[config.mk]
export PLATFORM = sky130hd
export DESIGN_NAME = sram_phy_ctrl
export DESIGN_NICKNAME = d
export VERILOG_FILES = /design/src/rtl/sram_pkg.sv /design/src/rtl/sram_phy_ctrl.sv
export SDC_FILE = /design/constraint.sdc
export NUM_CORES = 1
export LEC_CHECK = 0
export ABC_AREA = 1
export CORE_MARGIN = 2
export CORE_UTILIZATION = 44
export DETAILED_ROUTE_END_ITERATION = 7
export PLACE_DENSITY = 0.93
export SLEW_MARGIN = 5
export SYNTH_ARGS = -nofsm -noshare
export SYNTH_HDL_FRONTEND = slang
export SYNTH_SLANG_ARGS = --single-unit
export TNS_END_PERCENT = 20
[constraint.sdc]
create_clock -name clk -period 2 [get_ports clk]
set_input_delay 0.2 -clock clk [delete_from_list [all_inputs] [get_ports clk]]
set_output_delay 0.2 -clock clk [all_outputs]
set_load 0.01 [all_outputs]
[src/rtl/sram_pkg.sv]
// Shared definitions for the asynchronous SRAM PHY controller.
package sram_pkg;

    localparam int RD_WAIT_DEF = 1;
    localparam int WR_WAIT_DEF = 1;

    typedef enum logic [2:0] {
        S_IDLE     = 3'd0,
        S_RD       = 3'd1,
        S_WR_SETUP = 3'd2,
        S_WR_PULSE = 3'd3,
        S_WR_HOLD  = 3'd4,
        S_DONE     = 3'd5
    } state_t;

endpackage

[src/rtl/sram_phy_ctrl.sv]
// Single-port async SRAM controller: one master word access at a time, with
// registered strobes and configurable oe_n / we_n pulse widths.
module sram_phy_ctrl
    import sram_pkg::*;
#(
    parameter int ADDR_W  = 20,
    parameter int RD_WAIT = RD_WAIT_DEF,
    parameter int WR_WAIT = WR_WAIT_DEF
) (
    input  logic              clk,
    input  logic              rst_n,
    input  logic [31:0]       address,
    input  logic [31:0]       data_wr,
    input  logic              read_i,
    input  logic              write_i,
    output logic [31:0]       data_rd,
    output logic              stall_o,
    output logic [ADDR_W-1:0] sram_addr,
    input  logic [31:0]       sram_dq_i,
    output logic [31:0]       sram_dq_o,
    output logic              sram_dq_oe,
    output logic              sram_ce_n,
    output logic              sram_oe_n,
    output logic              sram_we_n,
    output logic [3:0]        sram_be_n
);

    state_t     state;
    logic [3:0] cnt;

    // Byte-offset and out-of-range address bits are intentionally ignored.
    logic unused_addr;
    assign unused_addr = ^{address[31:ADDR_W+2], address[1:0]};

    // DONE is the only cycle a held request is released.
    assign stall_o   = (read_i | write_i) && (state != S_DONE);
    assign sram_be_n = {4{sram_ce_n}};

    always_ff @(posedge clk or negedge rst_n) begin
        if (!rst_n) begin
            state      <= S_IDLE;
            cnt        <= 4'd0;
            sram_ce_n  <= 1'b1;
            sram_oe_n  <= 1'b1;
            sram_we_n  <= 1'b1;
            sram_dq_oe <= 1'b0;
            sram_addr  <= '0;
            sram_dq_o  <= 32'd0;
            data_rd    <= 32'd0;
        end else begin
            case (state)
                S_IDLE: begin
                    // Write wins over a simultaneous read.
                    if (write_i) begin
                        sram_addr  <= address[ADDR_W+1:2];
                        sram_dq_o  <= data_wr;
                        sram_ce_n  <= 1'b0;
                        sram_dq_oe <= 1'b1;
                        state      <= S_WR_SETUP;
                    end else if (read_i) begin
                        sram_addr  <= address[ADDR_W+1:2];
                        sram_ce_n  <= 1'b0;
                        sram_oe_n  <= 1'b0;
                        cnt        <= 4'(RD_WAIT);
                        state      <= S_RD;
                    end
                end
                S_RD: begin
                    if (cnt != 4'd0) begin
                        cnt <= cnt - 4'd1;
                    end else begin
                        data_rd   <= sram_dq_i;
                        sram_ce_n <= 1'b1;
                        sram_oe_n <= 1'b1;
                        state     <= S_DONE;
                    end
                end
                S_WR_SETUP: begin
                    sram_we_n <= 1'b0;
                    cnt       <= 4'(WR_WAIT - 1);
                    state     <= S_WR_PULSE;
                end
                S_WR_PULSE: begin
                    if (cnt != 4'd0) begin
                        cnt <= cnt - 4'd1;
                    end else begin
                        sram_we_n <= 1'b1;
                        state     <= S_WR_HOLD;
                    end
                end
                S_WR_HOLD: begin
                    // Data stays driven one cycle past we_n for hold time.
                    sram_ce_n  <= 1'b1;
                    sram_dq_oe <= 1'b0;
                    state      <= S_DONE;
                end
                S_DONE:  state <= S_IDLE;
                default: state <= S_IDLE;
            endcase
        end
    end

endmodule
==> results.toml <==
[status]
status = "finished, final reports clean"

[global_route]
grt_first_pass_wirelength_mm = 16.8
number_of_global_route_vias_before_repair = 3638
pin_count_of_the_biggest_net_entering_global_routing = 56
grt_use_total = 0.213
grt_antenna_before_repair = 0
globalRoute.totalOverflow = 0

[clocking]
clock_tree.buffer_depth = 2
worstSkewPairLatency_ps = 360
clkTransAtPathRegs_ps = 90
cts.sink_count = 95
cts_htree_levels = 3
cts_made_buffers = 9
post_cts_resize_count = 0
tritoncts_clock_tree = "done"
cts_root_buffer = "sky130_fd_sc_hd__clkbuf_8"

[floorplanning]
floorplan.die.width_microns = 98.3
die_height_microns = 98.3
effective_utilization_at_floorplan = 0.451
die_area_sq_um = 9660
fp-row-count = 34
coreArea_sq_um = 8680
floorplan.io_pins = 193

[synth]
ys.warnings.count = 0
yosys.area.top_type_share = 0.589
avgSynthCellArea_sq_um = 8.65
synth.cell_area_sq_um = 3910
number_of_synthesized_flops_with_an_enable_pin = 0
synth_commonest_cells = "262 x sky130_fd_sc_hd__nand2_1, 92 x sky130_fd_sc_hd__dfrtp_1, 30 x sky130_fd_sc_hd__nand3_1"
synth_fp_nets = 554
synth_area_leaders = "sky130_fd_sc_hd__dfrtp_1 59%, sky130_fd_sc_hd__nand2_1 25%, sky130_fd_sc_hd__nand3_1 3.8%, sky130_fd_sc_hd__dfstp_2 2.0%, sky130_fd_sc_hd__buf_2 1.4%"
cell_taking_the_most_area_after_synthesis = "sky130_fd_sc_hd__dfrtp_1"
part_of_the_yosys_area_used_for_sequential_elements = 0.609
yosysUniqueCellTypes = 25
synth-main-ff-cell = "sky130_fd_sc_hd__dfrtp_1"
syn-instance-count = 452
postSynthRegisterBits = 95
synth_async_sr_flop_share = 1.00
post-synth-top-count-cell = "sky130_fd_sc_hd__nand2_1"

[power_and_ir_drop]
power.ir.vdd_worst_uv = 667
p_per_area_nw_per_um2 = 1560
power_leakage_uw = 0.00297

[cells_and_area]
final.fill_count = 674
area_growth_syn_to_layout_pct = 53.1
nNetsFinal = 732
post_route_cells_drive_above_1_share = 0.0614
layout.area.seq_sq_um = 2380
num_antenna_cells = 0
fin_area_sq_um = 5990
layout.cells.non_filler = 743
multi_input_logic_area_sq_um = 1320

[critical_path]
critPathArrivalTime_ps = 1670
timing.critical_path.from_type = "register"
worst_setup_path_end_kind = "output port"
timing.setup.critical_path_class = "register to output port"
critical_path.max_fanout = 4
critical_path_required_time_ps = 1800
crit_chain = "inv_1, o31ai_1, inv_1, clkdlybuf4s50_1"
most_frequent_cp_cell = "sky130_fd_sc_hd__inv_1"
timing.critical_path.slowest_stage_cell = "sky130_fd_sc_hd__clkdlybuf4s50_1"
worst_path_largest_cell_delay_ps = 490

[timing]
finalMaxSlewViolations = 0
timing_worst_slew_pin_value_ps = 635
final_period_minus_worst_setup_slack_ps = 1870
finalSetupTns_ps = 0
max_freq_ghz = 0.534
grt_setup_unrepaired = "no"
timing.max_slew.rel_slack = 0.576
timing.hold.ws_ps = 360
final_min_period_over_clock_period = 0.937
finalHoldViolations = 0
report.final.setup_viol = 0
finalClockSkew_ps = 8.72
setup_ws_ps = 127

[place]
place_inst = 725
portBuffers = 180
detailed_place.area_sq_um = 5760
dp_worst_setup_slack_ps = 55.4
hpwl_mm = 7.49
routabilityCongestion = 0.865

[route]
vias = 3629
wl_per_cell_microns = 13.8
drc = 0
drt_iter0_drc = 154
vias_per_cell = 4.88
finalWirelength_mm = 10.3
drt_pre_antenna_iters = 5
postRouteAntennaNets = 0

[worst_hold_path]
min-delay-path-class = "primary input to asynchronous set/reset pin"

[run]
drv_cap = 0
## sequential cells by signal (all words and copies together) (netlist names)
register,cells
sram_dq_oe,1
data_rd,32
cnt,4
sram_addr,20
sram_we_n,1
sram_ce_n,1
sram_oe_n,1
sram_dq_o,32
state,3
## per-stage QoR
| stage | power, uW | utilization |
|---|---|---|
| after global routing | 10000 | 0.690 |
| after global placement | 7850 | 0.664 |
| after CTS | 9400 | 0.689 |
| after detailed placement | 8070 | 0.664 |
| final | 9330 | 0.690 |
| after floorplan | 5640 | - |
## worst max-delay path: cells and delay by family, from the launching register on
family	cells	cell delay, ps
buf+inv	3	650
flops	1	410
compound gates	1	260
## worst paths after layout
| kind | slack [ps] | from | endpoint | cells after the start |
|---|---|---|---|---|
| setup / recovery | 130 | state[0] | stall_o | 4 |
| hold / removal | 360 | rst_n | sram_addr[9] | 3 |
| setup reg to reg | 250 | state[0] | sram_addr[17] | 7 |
| hold reg to reg | 470 | sram_oe_n | sram_oe_n | 2 |
| max in group asynchronous | 1160 | rst_n | sram_dq_o[1] | 3 |
| min in group clk | 370 | sram_dq_i[13] | data_rd[13] | 3 |
## report_power, final
group	internal, uW	switching (uW)
sequential	2870	536
clock	596	713
combinational	2330	2290
total	5800	3540
## kinds of logic after synthesis
kind of cell	synth area share
AOI/OAI and AO/OA	0.0154
xor gates and xnor gates	0.00224
adders and majority gates	0.00640
buffers and inverters	0.0541
DFF	0.609
and+or+nand+nor	0.313
## cell usage in the layout (no fill, tap or decap), drive strengths merged
| cell | netlist | routed |
|---|---|---|
| o211ai | 1 | 1 |
| o21ai | 3 | 3 |
| bufinv | 0 | 1 |
| clkdlybuf4s50 | 0 | 179 |
| o31ai | 1 | 1 |
| nor2 | 10 | 10 |
| a21oi | 4 | 4 |
| nand2 | 263 | 263 |
| ha | 2 | 2 |
| dfrtp | 92 | 92 |
| nand3 | 32 | 32 |
| clkinvlp | 0 | 1 |
| o22ai | 1 | 1 |
| buf | 21 | 9 |
| clkinv | 0 | 2 |
| inv | 17 | 20 |
| xnor2 | 1 | 1 |
| dfstp | 3 | 3 |
| dlygate4sd3 | 0 | 1 |
| clkbuf | 1 | 9 |
## area by class of cell
cell class	count	share of cell area
Clock buffer	9	0.0207
Timing Repair Buffer	189	0.314
Clock inverter	7	0.0134
Inverter	17	0.0111
Multi-Input combinational cell	318	0.220
Tap cell	108	0.0226
Sequential cell	95	0.398
## layer usage
layer | track usage | wire [microns] | up-vias
met4 | 0.0601 | 91 | 0
met3 | 0.0845 | 899 | 8
met2 | 0.349 | 5000 | 146
met5 | 0 | 0 | -
met1 | 0.265 | 4270 | 1738
li1 | - | - | 1737
## timing repair
action                                  in CTS  in global routing
endpoints found under the hold margin       92                  0
hold buffers                                 1                  0
setup buffers                                0                  1
endpoints found under the setup margin       0                  1
Power figures use the tool's default switching activity.
